<file path="config.mk">
export PLATFORM = sky130hd
export DESIGN_NAME = logit_result_reader
export DESIGN_NICKNAME = d
export VERILOG_FILES = /design/src/rtl/logit_result_reader.sv
export SDC_FILE = /design/constraint.sdc
export NUM_CORES = 1
export LEC_CHECK = 0
export BUFFER_PORTS_ARGS = -buffer_cell sky130_fd_sc_hd__clkbuf_2
export CORE_MARGIN = 2
export CORE_UTILIZATION = 49
export CTS_CLUSTER_DIAMETER = 120
export CTS_CLUSTER_SIZE = 24
export DETAILED_ROUTE_END_ITERATION = 10
export MAX_ROUTING_LAYER = met4
export PLACE_DENSITY = 0.88
export SLEW_MARGIN = 20
export SYNTH_ARGS = -nofsm -noshare
export SYNTH_HDL_FRONTEND = slang
export SYNTH_SLANG_ARGS = --single-unit
</file>
<file path="constraint.sdc">
create_clock -name clk -period 17.5 [get_ports clk]
set_input_delay 3.5 -clock clk [delete_from_list [all_inputs] [get_ports clk]]
set_output_delay 3.5 -clock clk [all_outputs]
set_load 0.01 [all_outputs]
</file>
<file path="src/rtl/logit_result_reader.sv">
// logit_result_reader: captures a logit vector, runs a sequential signed argmax and,
// when LOGIT_STREAM_EN is defined, streams the raw logits out over valid/ready.
module logit_result_reader #(
    parameter int NUM_CLASSES = 10,
    parameter int ACC_WIDTH   = 32,
    parameter int IDX_WIDTH   = $clog2(NUM_CLASSES)
) (
    input  logic                        clk,
    input  logic                        rst_n,
    input  logic                        in_valid,
    input  logic signed [ACC_WIDTH-1:0] in_data [NUM_CLASSES-1:0],
    output logic                        busy,
    output logic                        class_valid,
    output logic [IDX_WIDTH-1:0]        class_idx,
    output logic signed [ACC_WIDTH-1:0] class_score,
    output logic                        out_valid,
    input  logic                        out_ready,
    output logic signed [ACC_WIDTH-1:0] out_data,
    output logic [IDX_WIDTH-1:0]        out_index,
    output logic                        out_last,
    output logic                        overrun,
    input  logic                        clear_overrun,
    output logic [1:0]                  dbg_state
);

    typedef enum logic [1:0] {
        IDLE = 2'd0,
        SCAN = 2'd1,
        SEND = 2'd2
    } state_t;

    localparam logic [IDX_WIDTH-1:0] LAST_IDX = IDX_WIDTH'(NUM_CLASSES - 1);

    state_t                      state;
    logic signed [ACC_WIDTH-1:0] buffer [NUM_CLASSES-1:0];
    logic signed [ACC_WIDTH-1:0] max_val;
    logic [IDX_WIDTH-1:0]        max_idx;
    logic [IDX_WIDTH-1:0]        ptr;
    logic signed [ACC_WIDTH-1:0] scan_elem;
    logic                        scan_gt;
    logic                        final_hs;
    logic                        accept;
    logic                        drop;

    assign scan_elem = buffer[ptr];
    // Strict greater-than keeps the lowest index on ties.
    assign scan_gt   = scan_elem > max_val;
    assign busy      = (state != IDLE);
    assign dbg_state = state;

    // Stream handshake: a beat transfers on a rising clk edge where out_valid && out_ready;
    // while out_valid is high and out_ready low, out_data/out_index/out_last hold.
`ifdef LOGIT_STREAM_EN
    assign final_hs = (state == SEND) && out_valid && out_ready && out_last;
`else
    logic unused_out_ready;
    assign unused_out_ready = out_ready;
    assign final_hs  = 1'b0;
    assign out_valid = 1'b0;
    assign out_data  = '0;
    assign out_index = '0;
    assign out_last  = 1'b0;
`endif

    assign accept = in_valid && ((state == IDLE) || final_hs);
    assign drop   = in_valid && !accept;

    always_ff @(posedge clk) begin
        if (!rst_n) begin
            state       <= IDLE;
            max_val     <= '0;
            max_idx     <= '0;
            ptr         <= '0;
            class_valid <= 1'b0;
            class_idx   <= '0;
            class_score <= '0;
            overrun     <= 1'b0;
`ifdef LOGIT_STREAM_EN
            out_valid   <= 1'b0;
            out_data    <= '0;
            out_index   <= '0;
            out_last    <= 1'b0;
`endif
        end else begin
            class_valid <= 1'b0;
            case (state)
                SCAN: begin
                    if (scan_gt) begin
                        max_val <= scan_elem;
                        max_idx <= ptr;
                    end
                    if (ptr == LAST_IDX) begin
                        class_valid <= 1'b1;
                        class_idx   <= scan_gt ? ptr : max_idx;
                        class_score <= scan_gt ? scan_elem : max_val;
`ifdef LOGIT_STREAM_EN
                        state       <= SEND;
                        out_valid   <= 1'b1;
                        out_data    <= buffer[0];
                        out_index   <= '0;
                        out_last    <= 1'b0;
`else
                        state       <= IDLE;
`endif
                    end else begin
                        ptr <= ptr + 1'b1;
                    end
                end
`ifdef LOGIT_STREAM_EN
                SEND: begin
                    if (out_valid && out_ready) begin
                        if (out_last) begin
                            state     <= IDLE;
                            out_valid <= 1'b0;
                            out_data  <= '0;
                            out_index <= '0;
                            out_last  <= 1'b0;
                        end else begin
                            out_data  <= buffer[out_index + 1'b1];
                            out_index <= out_index + 1'b1;
                            out_last  <= ((out_index + 1'b1) == LAST_IDX);
                        end
                    end
                end
`endif
                default: ;
            endcase

            // Capture overrides the state update above so the final-handshake
            // overlap goes straight back to SCAN.
            if (accept) begin
                buffer  <= in_data;
                max_val <= in_data[0];
                max_idx <= '0;
                ptr     <= IDX_WIDTH'(1);
                state   <= SCAN;
            end

            if (clear_overrun) overrun <= 1'b0;
            if (drop)          overrun <= 1'b1;
        end
    end

endmodule

</file>
==> flow_summary.ini, run 1 <==
[synthesis]
synth_area_sq_mm = 0.0175
synth_top_area_share = 0.548
synth_edf_count = 320
synthArstFlopShare = 0
synth_top_area_cell = edfxtp_1
synth-compound-area-share = 0.117
synthMuxAreaShare = 0.121
synth.area.top_cells = edfxtp_1 (55%), dfxtp_1 (9.0%), mux4_2 (8.2%)
seq_area_frac_synth = 0.638
synth_top_family_by_area = multiplexers
synthXorXnorAreaFrac = 0.000499
synth_common_cells = edfxtp_1 (320), o21ai_0 (106), nand2_1 (85)
yosys_register_bits = 399
synth_simple_gate_area_frac = 0.0444
synthAdderAreaFrac = 0.0243
synth.most_common_cell = edfxtp_1
syn_area_per_cell_sq_um = 14.7
synth_warnings = 0
ys.flop_type = edfxtp_1
synth_cell_types = 46
syn_inst = 1195

[worst_setup_path]
crit_path_max_incr_delay_ns = 0.91
cp_max_fo = 88
start_kind = input port
cp-end-kind = flip-flop
cpLargestDelayFamily = buffers and inverters
cp.arrival_ns = 6.99
cpMaxStageDelayCell = buf_4
critPathKind = input port to flip-flop
worst-path-buf-inv = 5
crit_required_ns = 17.66
worstPathCellList = clkbuf_2 > buf_4 > inv_1 > nor2_4 > buf_4 > buf_4
crit_top_cell = buf_4

[timing]
setup_tns_ns = 0
max_slew_margin = 0.228
tightest_slew_ns = 1.16
fmax_ghz = 0.147
period_share = 0.390
setup_viol = 0
clock-skew-final_ns = 0.0188
rsz0062_at_grt = no
layout_min_cycle_time_ns = 6.83
hold_viol = 0
drv_slew = 0

[detailed_routing]
firstDrtPassIters = 6
via_count = 11500
avgRoutedWirePerCell_microns = 21.6
drt_iter0_drc = 830
vias_per_cell = 5.82
drc = 0
totalWireLength_microns = 42800
ant_nets = 0

[clock_network]
tritoncts = done
ctsResizeCount = 0
post_cts_buffers = 0
clock_latency_ns = 0.55
clk_pin_slew_ns = 0.09
root_buffer = clkbuf_16
cts.sinks = 399
cts-buffers-inserted = 20
cts_max_level = 1
ctsLongestPathBuffers = 3
cts_hold_buf = 0

[global_route]
grt_pass1_vias = 11600
grt_pass1_wl_microns = 63300
overflow = 0
track_usage = 0.230
grt_max_degree = 107
antenna_found_initial = 0

[final_layout]
final_cell_area_sq_mm = 0.0201
synthToLayoutAreaGrowth_pct = 14.8
seq_area_sq_mm = 0.0112
final_util = 0.569
multiInputGateArea_sq_mm = 0.00556
drive_gt1_frac = 0.332
nets = 1860
fillCellCount = 2711
antennaDiodeCount = 0

[outcome]
outcome = completed

[power]
power_density_mw_per_mm2 = 94.5
irDropWorstVdd_uv = 87.0
total_leakage_power_nw = 7.80

[place]
placed_area_sq_mm = 0.0195
io_buffers = 363
dp_hpwl_microns = 28500
globalplace.congestion = 0.743

[floorplanning]
ios = 404
die_w_microns = 193
start_util = 0.495
row_count = 69
die_h_microns = 193
core_sq_mm = 0.0354
die_area_sq_mm = 0.0373

[min_path]
hold_class = flip-flop to flip-flop

[run]
maxCapViolCount = 0
[final cells by class]
class                      instances  share of cell area
clock buffer                      35              0.0287
clock inverter                     1            0.000559
inverter                          66              0.0123
multi-input combinational        635               0.276
sequential                       399               0.556
tap                              461              0.0286
timing repair buffer             379              0.0974
[metal layers]
metal,vias up,share of wire,GRT usage
li1,5196,-,-
met1,5635,0.37,0.266
met2,568,0.51,0.398
met3,94,0.085,0.0413
met4,0,0.032,0.0880
met5,-,0,-
[path summary, 6_finish.rpt]
path,startpoint,end,slack [ns],cells after the start
worst max-delay path,rst_n,buffer[77],10.67,6
worst min-delay path,max_idx[0],max_idx[0],0.47,2
worst max register to register,ptr[3],class_score[19],11.47,11
worst min register to register,max_idx[0],max_idx[0],0.47,2
[worst register-to-register path, cell delays in order (launching register included)]
cell and delay [ns]:
dfxtp_2 1.11, nand2_2 0.92, o22a_1 0.51, inv_1 0.09, ha_1 0.22, nand4_1 0.25, nor4_1 0.63, o311a_2 0.39
o311a_2 0.96, nor2_4 -0.01, buf_4 0.40, a311oi_1 0.46
[kinds of logic after synthesis]
family | after synthesis
AOI/OAI and AO/OA | 270
xor gates and xnor gates | 1
adders and majority gates | 34
buffers and inverters | 199
DFF | 399
muxes | 132
other | 1
and+or+nand+nor | 159
[cell usage in the layout, fill, tap and decap left out, types with 3 or more instances in the layout]
cell type,count
nor2_1,13
inv_1,66
dfxtp_4,3
edfxtp_1,320
ha_1,34
nand3_1,4
mux4_2,64
o211a_1,32
nor4_1,35
o21ai_0,106
o22a_1,32
dfxtp_1,74
a311oi_1,48
nand2b_1,3
mux2i_1,68
clkbuf_16,21
clkbuf_1,14
a21oi_1,14
buf_4,14
a311oi_2,17
a31oi_1,3
nand4_1,6
a21o_1,4
nand2_1,84
clkbuf_2,363
conb_1,39
[registers in the layout, summed over array words and instances (netlist names), 4 cells and up]
register and cells:
buffer 320, class_score 32, max_val 32, class_idx 4
max_idx 4, ptr 4
[report_power, final]
part	total (mW)	internal [mW]	switching [mW]	leakage, nW
clock network	0.515	0.229	0.287	0.281
registers	1.08	1.07	0.0145	3.61
logic	0.304	0.112	0.192	3.91
[per-stage QoR]
step / std cells / hold slack (ns) / setup WS [ns] / total power, mW
finish: 1976 / 0.472 / 10.67 / 1.90
global route: 1976 / 0.493 / 10.46 / 1.98
CTS: 1974 / 0.474 / 10.74 / 1.91
detailed placement: 1938 / 0.461 / 10.16 / 1.41
global placement: 1938 / 0.448 / 10.30 / 1.39
floorplan: 1233 / 0.438 / 4.82 / 1.32
(Power assumes the default switching activity.)
==> run 2, diff against run 1 <==
--- a/config.mk
+++ b/config.mk
@@ -7,12 +7,12 @@
 export LEC_CHECK = 0
 export BUFFER_PORTS_ARGS = -buffer_cell sky130_fd_sc_hd__clkbuf_2
 export CORE_MARGIN = 2
-export CORE_UTILIZATION = 49
+export CORE_UTILIZATION = 53
 export CTS_CLUSTER_DIAMETER = 120
 export CTS_CLUSTER_SIZE = 24
 export DETAILED_ROUTE_END_ITERATION = 10
 export MAX_ROUTING_LAYER = met4
-export PLACE_DENSITY = 0.88
+export PLACE_DENSITY = 0.91
 export SLEW_MARGIN = 20
 export SYNTH_ARGS = -nofsm -noshare
 export SYNTH_HDL_FRONTEND = slang
==> constraint.sdc (replaced) <==
create_clock -name clk -period 7 [get_ports clk]
set_input_delay 1.4 -clock clk [delete_from_list [all_inputs] [get_ports clk]]
set_output_delay 1.4 -clock clk [all_outputs]
set_load 0.01 [all_outputs]
==> flow_summary.ini, run 2 (synthesized netlist as in run 1, its figures left out) <==
[floorplanning]
ios = 404
start_util = 0.539
die_area_sq_mm = 0.0346
row_count = 66
core_sq_mm = 0.0325
die_w_microns = 186
die_h_microns = 186

[worst_setup_path]
reg2reg_to = max_val[23]
worst_r2r_path_depth = 12
start_kind = flip-flop
cp-end-kind = flip-flop
reg2reg_from = ptr[1]
cp_max_fo = 40
critPathKind = flip-flop to flip-flop
cp.arrival_ns = 5.80
setup.worst_path.start = ptr[1]
crit_required_ns = 7.43
rrSetupSlack_ns = 1.63

[place]
io_buffers = 363
dp_hpwl_microns = 28300
dpl.cell_count = 1920
globalplace.congestion = 0.778
placed_area_sq_mm = 0.0196

[detailed_routing]
firstDrtPassIters = 5
totalWireLength_microns = 43400
via_count = 11600
avgRoutedWirePerCell_microns = 22.2
ant_nets = 0
drc = 0
vias_per_cell = 5.94
drt_iter0_drc = 880

[timing]
hold_viol = 0
setup_tns_ns = 0
setup_viol = 0
max_slew_margin = 0.248
rsz0062_at_grt = no
drv_slew = 0
whs_ns = 0.486
period_share = 0.767
fmax_ghz = 0.186
layout_min_cycle_time_ns = 5.37
tightest_slew_ns = 1.13
clock-skew-final_ns = 0.0217

[global_route]
met1_usage = 0.278
overflow = 0
use_met3 = 0.0470
grt.busiest_layer = met2
antenna_found_initial = 0
track_usage = 0.250
grt_max_degree = 160
grt_pass1_vias = 11800
grt_pass1_wl_microns = 63800
grt_util_met2 = 0.447

[clock_network]
cts.sinks = 399
ctsLongestPathBuffers = 3
clk_pin_slew_ns = 0.10
cts_max_level = 1
post_cts_buffers = 0
cts_hold_buf = 0
cts-buffers-inserted = 20
root_buffer = clkbuf_16
ctsResizeCount = 0
clock_latency_ns = 0.54
tritoncts = done

[power]
irDropWorstVdd_uv = 264
seqPwrFrac = 0.571
power_density_mw_per_mm2 = 237
total_leakage_power_nw = 7.80
clkPwrFrac = 0.270
p_int_mw = 3.53
p_sw_frac = 0.260
switching_power_mw = 1.24
share_comb_of_total_power = 0.160

[final_layout]
drive_gt1_frac = 0.332
antennaDiodeCount = 0
final_cell_mix = clkbuf_2 (363), edfxtp_1 (320), o21ai_0 (106), nand2_1 (84), dfxtp_1 (74)
top_regs = buffer: 320 flops, class_score: 32 flops, max_val: 32 flops
top_register = buffer
multiInputGateArea_sq_mm = 0.00556
fillCellCount = 2303
seq_area_sq_mm = 0.0112
largest_reg_flops = 320
synthToLayoutAreaGrowth_pct = 14.9
instances_no_fill = 1956
layout_commonest_cell = clkbuf_2
nets = 1859
final_cell_area_sq_mm = 0.0201

[outcome]
outcome = completed

[min_path]
worstHoldPathCells = 2
hold_class = flip-flop to flip-flop
holdPathEnd = max_idx[3]
min-delay-start = max_idx[3]

[run]
maxCapViolCount = 0
run 2: stage by stage:
| stage | power [mW] | worst slack (ns) | util |
|---|---|---|---|
| floorplan | 3.29 | 0.0547 | - |
| CTS | 4.80 | 1.65 | 0.619 |
| finish | 4.77 | 1.63 | 0.619 |
| detailed placement | 3.53 | 1.69 | 0.601 |
| global placement | 3.50 | 2.03 | 0.601 |
| global route | 4.94 | 1.42 | 0.619 |
run 2: power groups by stage:
| stage | logic (mW) | registers (mW) | clock network [mW] |
|---|---|---|---|
| after floorplan | 0.535 | 2.75 | 0 |
| after global placement | 0.727 | 2.77 | 0 |
| after detailed placement | 0.753 | 2.78 | 0 |
| after CTS | 0.759 | 2.73 | 1.31 |
| after global routing | 0.829 | 2.73 | 1.38 |
| final | 0.762 | 2.72 | 1.29 |
run 2: how the worst max path moves through the flow:
stage                     slack [ns]           to  cells after the start
after floorplan                 0.05    buffer[0]                      3
after global routing            1.42  max_val[24]                     12
final                           1.63  max_val[23]                     12
after detailed placement        1.69  max_val[23]                     12
after CTS                       1.65  max_val[23]                     12
after global placement          2.03  max_val[20]                     12
run 2: metal layers:
layer | routed length (microns) | up-vias
met1 | 15500 | 5703
li1 | - | 5196
met3 | 3650 | 109
met5 | 0 | -
met4 | 1660 | 0
met2 | 22600 | 616
run 2: critical path, cell delays in order, from the launching register on:
cell and delay (ns):
dfxtp_4 0.81, buf_4 0.56, mux4_2 0.40, mux2i_1 0.22
o22a_1 0.25, inv_1 0.06, ha_1 0.30, nand4_1 0.23
nor4_1 0.65, o311a_2 0.40, o31a_2 0.83, nor4_1 0.17
a311oi_1 0.33
run 2: cell type report:
cell class              instances  area share
repair buffers                378      0.0989
clock inverters                 1    0.000559
multi-input cells             635       0.276
well taps                     442      0.0275
inverters                      66      0.0123
clock buffers                  35      0.0287
flip-flops and latches        399       0.556
